--- src/rtl/forthsuper_pkg.sv ---
// Shared types for the ForthSuper stack engine: command codes, controller states
// and the default geometry of a stack instance.
package forthsuper_pkg;

    typedef enum logic [1:0] {
        OP_NOP  = 2'b00,
        OP_PUSH = 2'b01,
        OP_POP  = 2'b10,
        OP_PICK = 2'b11
    } stack_ops;

    typedef enum logic [1:0] {
        IDLE,
        REFILL,
        PICK_RD
    } ds_state_e;

    localparam int DSZ_DEF   = 32;
    localparam int SSZ_DEF   = 6;
    localparam int DEPTH_DEF = 2**SSZ_DEF;

    // Total capacity in cells (s0 + s1 + RAM) for a given depth exponent.
    function automatic int stack_depth(input int ssz);
        return 2**ssz;
    endfunction

endpackage

--- src/rtl/forthsuper_sdpram.sv ---
// Simple dual-port synchronous RAM: one write port, one registered read port
// with a single cycle of read latency. Written so that it maps onto block RAM.
module forthsuper_sdpram #(
    parameter int DSZ   = 32,
    parameter int ASZ   = 6,
    parameter int WORDS = 2**ASZ
) (
    input  logic           clk,
    input  logic           we,
    input  logic [ASZ-1:0] wa,
    input  logic [DSZ-1:0] wd,
    input  logic [ASZ-1:0] ra,
    output logic [DSZ-1:0] rd
);

    logic [DSZ-1:0] mem [0:WORDS-1];

    // Write when enabled; read address is always sampled, data appears next cycle.
    always_ff @(posedge clk) begin
        if (we)
            mem[wa] <= wd;
        rd <= mem[ra];
    end

endmodule

--- src/rtl/forthsuper_dstack.sv ---
// ForthSuper stack engine. TOS (s0) and NOS (s1) live in registers; deeper cells
// live in a block RAM at address sp-1-depth. Deep POP refills s1 from RAM and
// deep PICK fetches from RAM, each costing one extra cycle with ready low.
module forthsuper_dstack
    import forthsuper_pkg::*;
#(
    parameter int DSZ = 32,
    parameter int SSZ = 6
) (
    input  logic           clk,
    input  logic           rst_n,
    input  logic [1:0]     op,
    input  logic [DSZ-1:0] vi,
    input  logic [SSZ-1:0] pick_n,
    input  logic           err_clr,
    output logic           ready,
    output logic [DSZ-1:0] s0,
    output logic [DSZ-1:0] s1,
    output logic [SSZ:0]   sp,
    output logic           empty,
    output logic           full,
    output logic           ovf,
    output logic           udf
);

    localparam int           DEPTH  = stack_depth(SSZ);
    localparam logic [SSZ:0] SP_MAX = (SSZ+1)'(DEPTH);

    ds_state_e      state;
    stack_ops       cmd;
    logic           pick_ok, pick_deep;
    logic           do_push, do_pop, do_pick, push_now;
    logic           set_ovf, set_udf, we;
    logic [DSZ-1:0] push_val, rd;
    logic [SSZ-1:0] wa, ra;

    assign cmd   = stack_ops'(op);
    assign ready = (state == IDLE);
    assign empty = (sp == '0);
    assign full  = (sp == SP_MAX);

    // Legality of the presented command; errors never change the stack.
    assign pick_ok   = ({1'b0, pick_n} < sp);
    assign pick_deep = (pick_n >= SSZ'(2));
    assign do_push   = ready && cmd == OP_PUSH && !full;
    assign do_pop    = ready && cmd == OP_POP && !empty;
    assign do_pick   = ready && cmd == OP_PICK && !full && pick_ok;
    assign set_ovf   = ready && (cmd == OP_PUSH || cmd == OP_PICK) && full;
    assign set_udf   = ready && ((cmd == OP_POP && empty) || (cmd == OP_PICK && !pick_ok));

    // Anything that lands a new TOS this cycle: PUSH, DUP/OVER, or the second
    // half of a deep PICK.
    assign push_now  = do_push || (do_pick && !pick_deep) || state == PICK_RD;

    // Select the value being pushed onto the top of the stack.
    always_comb begin
        push_val = vi;
        if (state == PICK_RD)
            push_val = rd;
        else if (cmd == OP_PICK)
            push_val = (pick_n == '0) ? s0 : s1;
    end

    // A push spills the old s1 into RAM once two cells are already held in
    // registers. Reads happen only from IDLE, writes never coincide with them.
    assign we = rst_n && push_now && (sp >= (SSZ+1)'(2));
    assign wa = SSZ'(sp - (SSZ+1)'(2));
    assign ra = (cmd == OP_POP) ? SSZ'(sp - (SSZ+1)'(3))
                                : SSZ'(sp - (SSZ+1)'(1) - {1'b0, pick_n});

    forthsuper_sdpram #(
        .DSZ   (DSZ),
        .ASZ   (SSZ),
        .WORDS (DEPTH - 2)
    ) u_ram (
        .clk (clk),
        .we  (we),
        .wa  (wa),
        .wd  (s1),
        .ra  (ra),
        .rd  (rd)
    );

    // Controller: register stack top, occupancy, sticky flags and state.
    always_ff @(posedge clk) begin
        if (!rst_n) begin
            state <= IDLE;
            sp    <= '0;
            s0    <= '0;
            s1    <= '0;
            ovf   <= 1'b0;
            udf   <= 1'b0;
        end else begin
            // A new error outranks a simultaneous clear.
            ovf <= set_ovf ? 1'b1 : (err_clr ? 1'b0 : ovf);
            udf <= set_udf ? 1'b1 : (err_clr ? 1'b0 : udf);

            if (push_now) begin
                s0 <= push_val;
                s1 <= s0;
                sp <= sp + 1'b1;
            end else if (do_pop) begin
                s0 <= s1;
                sp <= sp - 1'b1;
                if (sp < (SSZ+1)'(3))
                    s1 <= '0;
            end

            case (state)
                IDLE: begin
                    if (do_pop && sp >= (SSZ+1)'(3))
                        state <= REFILL;
                    else if (do_pick && pick_deep)
                        state <= PICK_RD;
                end
                REFILL: begin
                    s1    <= rd;
                    state <= IDLE;
                end
                PICK_RD: state <= IDLE;
                default: state <= IDLE;
            endcase
        end
    end

endmodule

--- config.mk ---
export PLATFORM = sky130hd
export DESIGN_NAME = forthsuper_dstack
export DESIGN_NICKNAME = d
export VERILOG_FILES = /design/src/rtl/forthsuper_pkg.sv /design/src/rtl/forthsuper_sdpram.sv /design/src/rtl/forthsuper_dstack.sv
export SDC_FILE = /design/constraint.sdc
export NUM_CORES = 2
export LEC_CHECK = 0
export CAP_MARGIN = 20
export CORE_AREA = 2 2 372 374
export DETAILED_ROUTE_END_ITERATION = 10
export DIE_AREA = 0 0 374 376
export GPL_TIMING_DRIVEN = 1
export PLACE_DENSITY = 0.84
export SLEW_MARGIN = 40
export SYNTH_ARGS = -nofsm -noshare
export SYNTH_HDL_FRONTEND = slang
export SYNTH_SLANG_ARGS = --single-unit
--- constraint.sdc ---
create_clock -name clk -period 6 [get_ports clk]
set_clock_uncertainty 0.15 [all_clocks]
set_input_delay 0.9 -clock clk [delete_from_list [all_inputs] [get_ports clk]]
set_output_delay 0.9 -clock clk [all_outputs]
set_load 0.005 [all_outputs]
==> key figures <==
Logic synthesis
  – Yosys top cell by area: edfxtp_1
  – Ys async rst share: 0%
  – Mean Syn Cell Area: 18.9 um^2
  – Synth top area share: between 70 and 80%
  – Sequential-to-total area share from yosys stat: around three quarters
  – Synth Instances: ~4300
  – Largest cells by area after synthesis: edfxtp_1 73%, mux4_2 12%, dfxtp_1 2.6%
  – EDFF count, synth: just under 2000
  – Synthesized area: between 80000 and 90000 um^2
  – Yosys warnings: 0
  – Post-synth top flop: edfxtp_1
  – Net Count, Synth: about 4400
  – Distinct cells, synth: 60
  – #FFs+latches synth: 2091

Clock network
  – Max Buffers Root-to-Sink: 3
  – # H-tree levels: 4
  – Setup bufs post-CTS: 0
  – CTS sink count: ~2100
  – # hold bufs at CTS: 0
  – Worst-Skew Late Latency: about 0.84 ns
  – CTS Root Cell: clkbuf_16
  – CTS tree: built
  – Post-CTS resize count: 0
  – CTS Buf Count: between 150 and 200
  – Clock transition at path regs: around 0.070 ns

Die
  – Die area: 141000 um^2
  – Die H: approximately 380 um
  – Die Width: roughly 370 um
  – Core area: 137000 um^2
  – Initial Util: between 50% and 60%
  – I/O pins: about 120
  – Row count: about 140

Timing
  – Slew @ Worst Pin: around 0.9 ns
  – RSZ-0062 raised after global routing: false
  – Setup TNS: 0 ns
  – Final slew viol count: 0
  – Tmin final: slightly above 5 ns
  – Fin crit share: 85.7%
  – Final setup viols: 0
  – Highest Clock Rate: just under 0.2 GHz
  – Max-slew headroom: about two fifths
  – Final Hold Vio Count: 0

Global routing
  – Pin count of the biggest net entering global routing: a little under 90
  – First-pass GRT wire length: about 340000 um
  – Initial antenna violation count: 20
  – GR Layer Usage met2: 53.0%
  – Busiest metal layer after global routing: met2
  – Vias in the first global route: about 46000
  – Gr usage total: approximately a third
  – Grt ovf: 0
  – Met3 Use GR: ~13%
  – Met1 Use GR: 42.7%

Drt
  – Wire per inst: between 30 and 40 um
  – DR iter-0 viols: 9285
  – Via density: between 7 and 8
  – Antenna-violating nets left: 0
  – First drt pass iteration count: 10
  – Routed WL: roughly 240000 um
  – Via count: ~47000
  – Remaining DRCs: 0

Critical path
  – CP Class: reg2reg
  – Crit-path max FO: 21
  – CP endpoint kind: flip-flop
  – Worst EP required: roughly 6.6 ns
  – Crit path DAT: 5.69 ns
  – Worst setup SP type: flip-flop

Layout
  – Commonest non-fill, non-tap cells in the layout: 1984 x edfxtp_1, 566 x nand2_1, 448 x mux4_2
  – Area Overhead vs Synth: 13.6%
  – Share of cells above drive strength 1: 22.5%
  – Fillers: 7861
  – Nets: between 4000 and 5000
  – Most common cell after layout, fill and taps aside: edfxtp_1

Job
  – Max Cap Viol: 0

Min path
  – Hold WC Path Type: reg2reg

Place
  – IO buf count: 118
  – Final HPWL DP: between 100000 and 150000 um
  – RD Place Congestion: ~0.95

Power
  – Total power: around 54000 uW
  – Leak: 0.0303 uW
  – Pwr Density: slightly below 600 nW/um^2
  – Peak VDD IR: approximately 0.59 mV

Run status
  – Status: finished, final reports clean
[worst paths after layout]
kind         startpoint     endpoint  slack [ns]  cells past startpoint
max               sp[2]  u_ram.rd[5]        0.86                     12
min              s0[21]       s0[21]        0.34                      2
max reg2reg       sp[2]  u_ram.rd[5]        0.86                     12
min reg2reg      s0[21]       s0[21]        0.34                      2
[power breakdown]
| part | switching, uW | internal [uW] |
|---|---|---|
| sequential | 392 | 16900 |
| clock | 5410 | 6510 |
| combinational | 16100 | 8400 |
| total | 21900 | 31800 |
[registers in the layout, summed over array words and instances (netlist names)]
| register | count |
|---|---|
| s0 | 32 |
| udf | 1 |
| ovf | 1 |
| u_ram.rd | 32 |
| state | 2 |
| u_ram.mem | 1984 |
| sp | 7 |
| s1 | 32 |
[metal layers]
metal / up-vias / wire, um
met5: - / 144
met4: 22 / 10500
met3: 787 / 38800
met2: 4695 / 113000
met1: 23800 / 75800
li1: 18000 / -
[layout make-up]
type                            instances  area [um^2]  area share (%)
Tap cell                             1794         2240            2.43
Clock buffer                          243         5050            5.47
Antenna cell                            8         20.0          0.0217
Inverter                               20         75.1          0.0812
Multi-Input combinational cell       1912        18900            20.5
Sequential cell                      2091        61800            66.8
Clock inverter                         98          888           0.961
Timing Repair Buffer                  348         3490            3.77
[synth_stat cells (all sizes together), types with 13 or more instances]
master and n:
a21oi 41, o21ai 14, nor3 69, nor2b 67, o22ai 33, a211oi 127
mux4 448, dfxtp 107, ha 15, a311oi 65, mux2i 39, edfxtp 1984
a21boi 34, xnor2 13, nand3 78, buf 125, o211ai 35, nor2 85
and3 66, or4 34, nand2 567, clkbuf 146, inv 19, a222oi 32
[cell families after synthesis]
family,synth area share [%]
compound gates,3.72
xor+xnor,0.161
fa+ha+maj,0.255
buf+inv,1.64
flops,75.9
mux,12.9
simple gates,5.46
[metrics by stage]
| step | hold slack (ns) | utilization (%) | cells | instance area (um^2) | setup WS [ns] |
|---|---|---|---|---|---|
| after floorplan | 0.320 | - | 4294 | 81400 | 1.18 |
| after global placement | 0.322 | 63.1 | 6153 | 86200 | 0.707 |
| after detailed placement | 0.335 | 63.2 | 6159 | 86400 | 0.704 |
| after CTS | 0.348 | 67.6 | 6500 | 92300 | 1.15 |
| after global routing | 0.364 | 67.7 | 6507 | 92400 | 0.806 |
| final | 0.342 | 67.7 | 6514 | 92500 | 0.861 |
[critical path, stage by stage (launching register included)]
cell	delay, ns
dfxtp_1	0.55
nor3_1	0.65
xnor2_1	0.18
ha_1	0.35
o21ai_0	0.13
a2111oi_0	0.59
a311oi_2	0.19
xor2_1	0.26
a21oi_1	0.27
mux2_2	0.69
buf_4	0.34
a211oi_1	0.09
or4_1	0.53
Note: power is estimated with default switching activity, not from simulation.
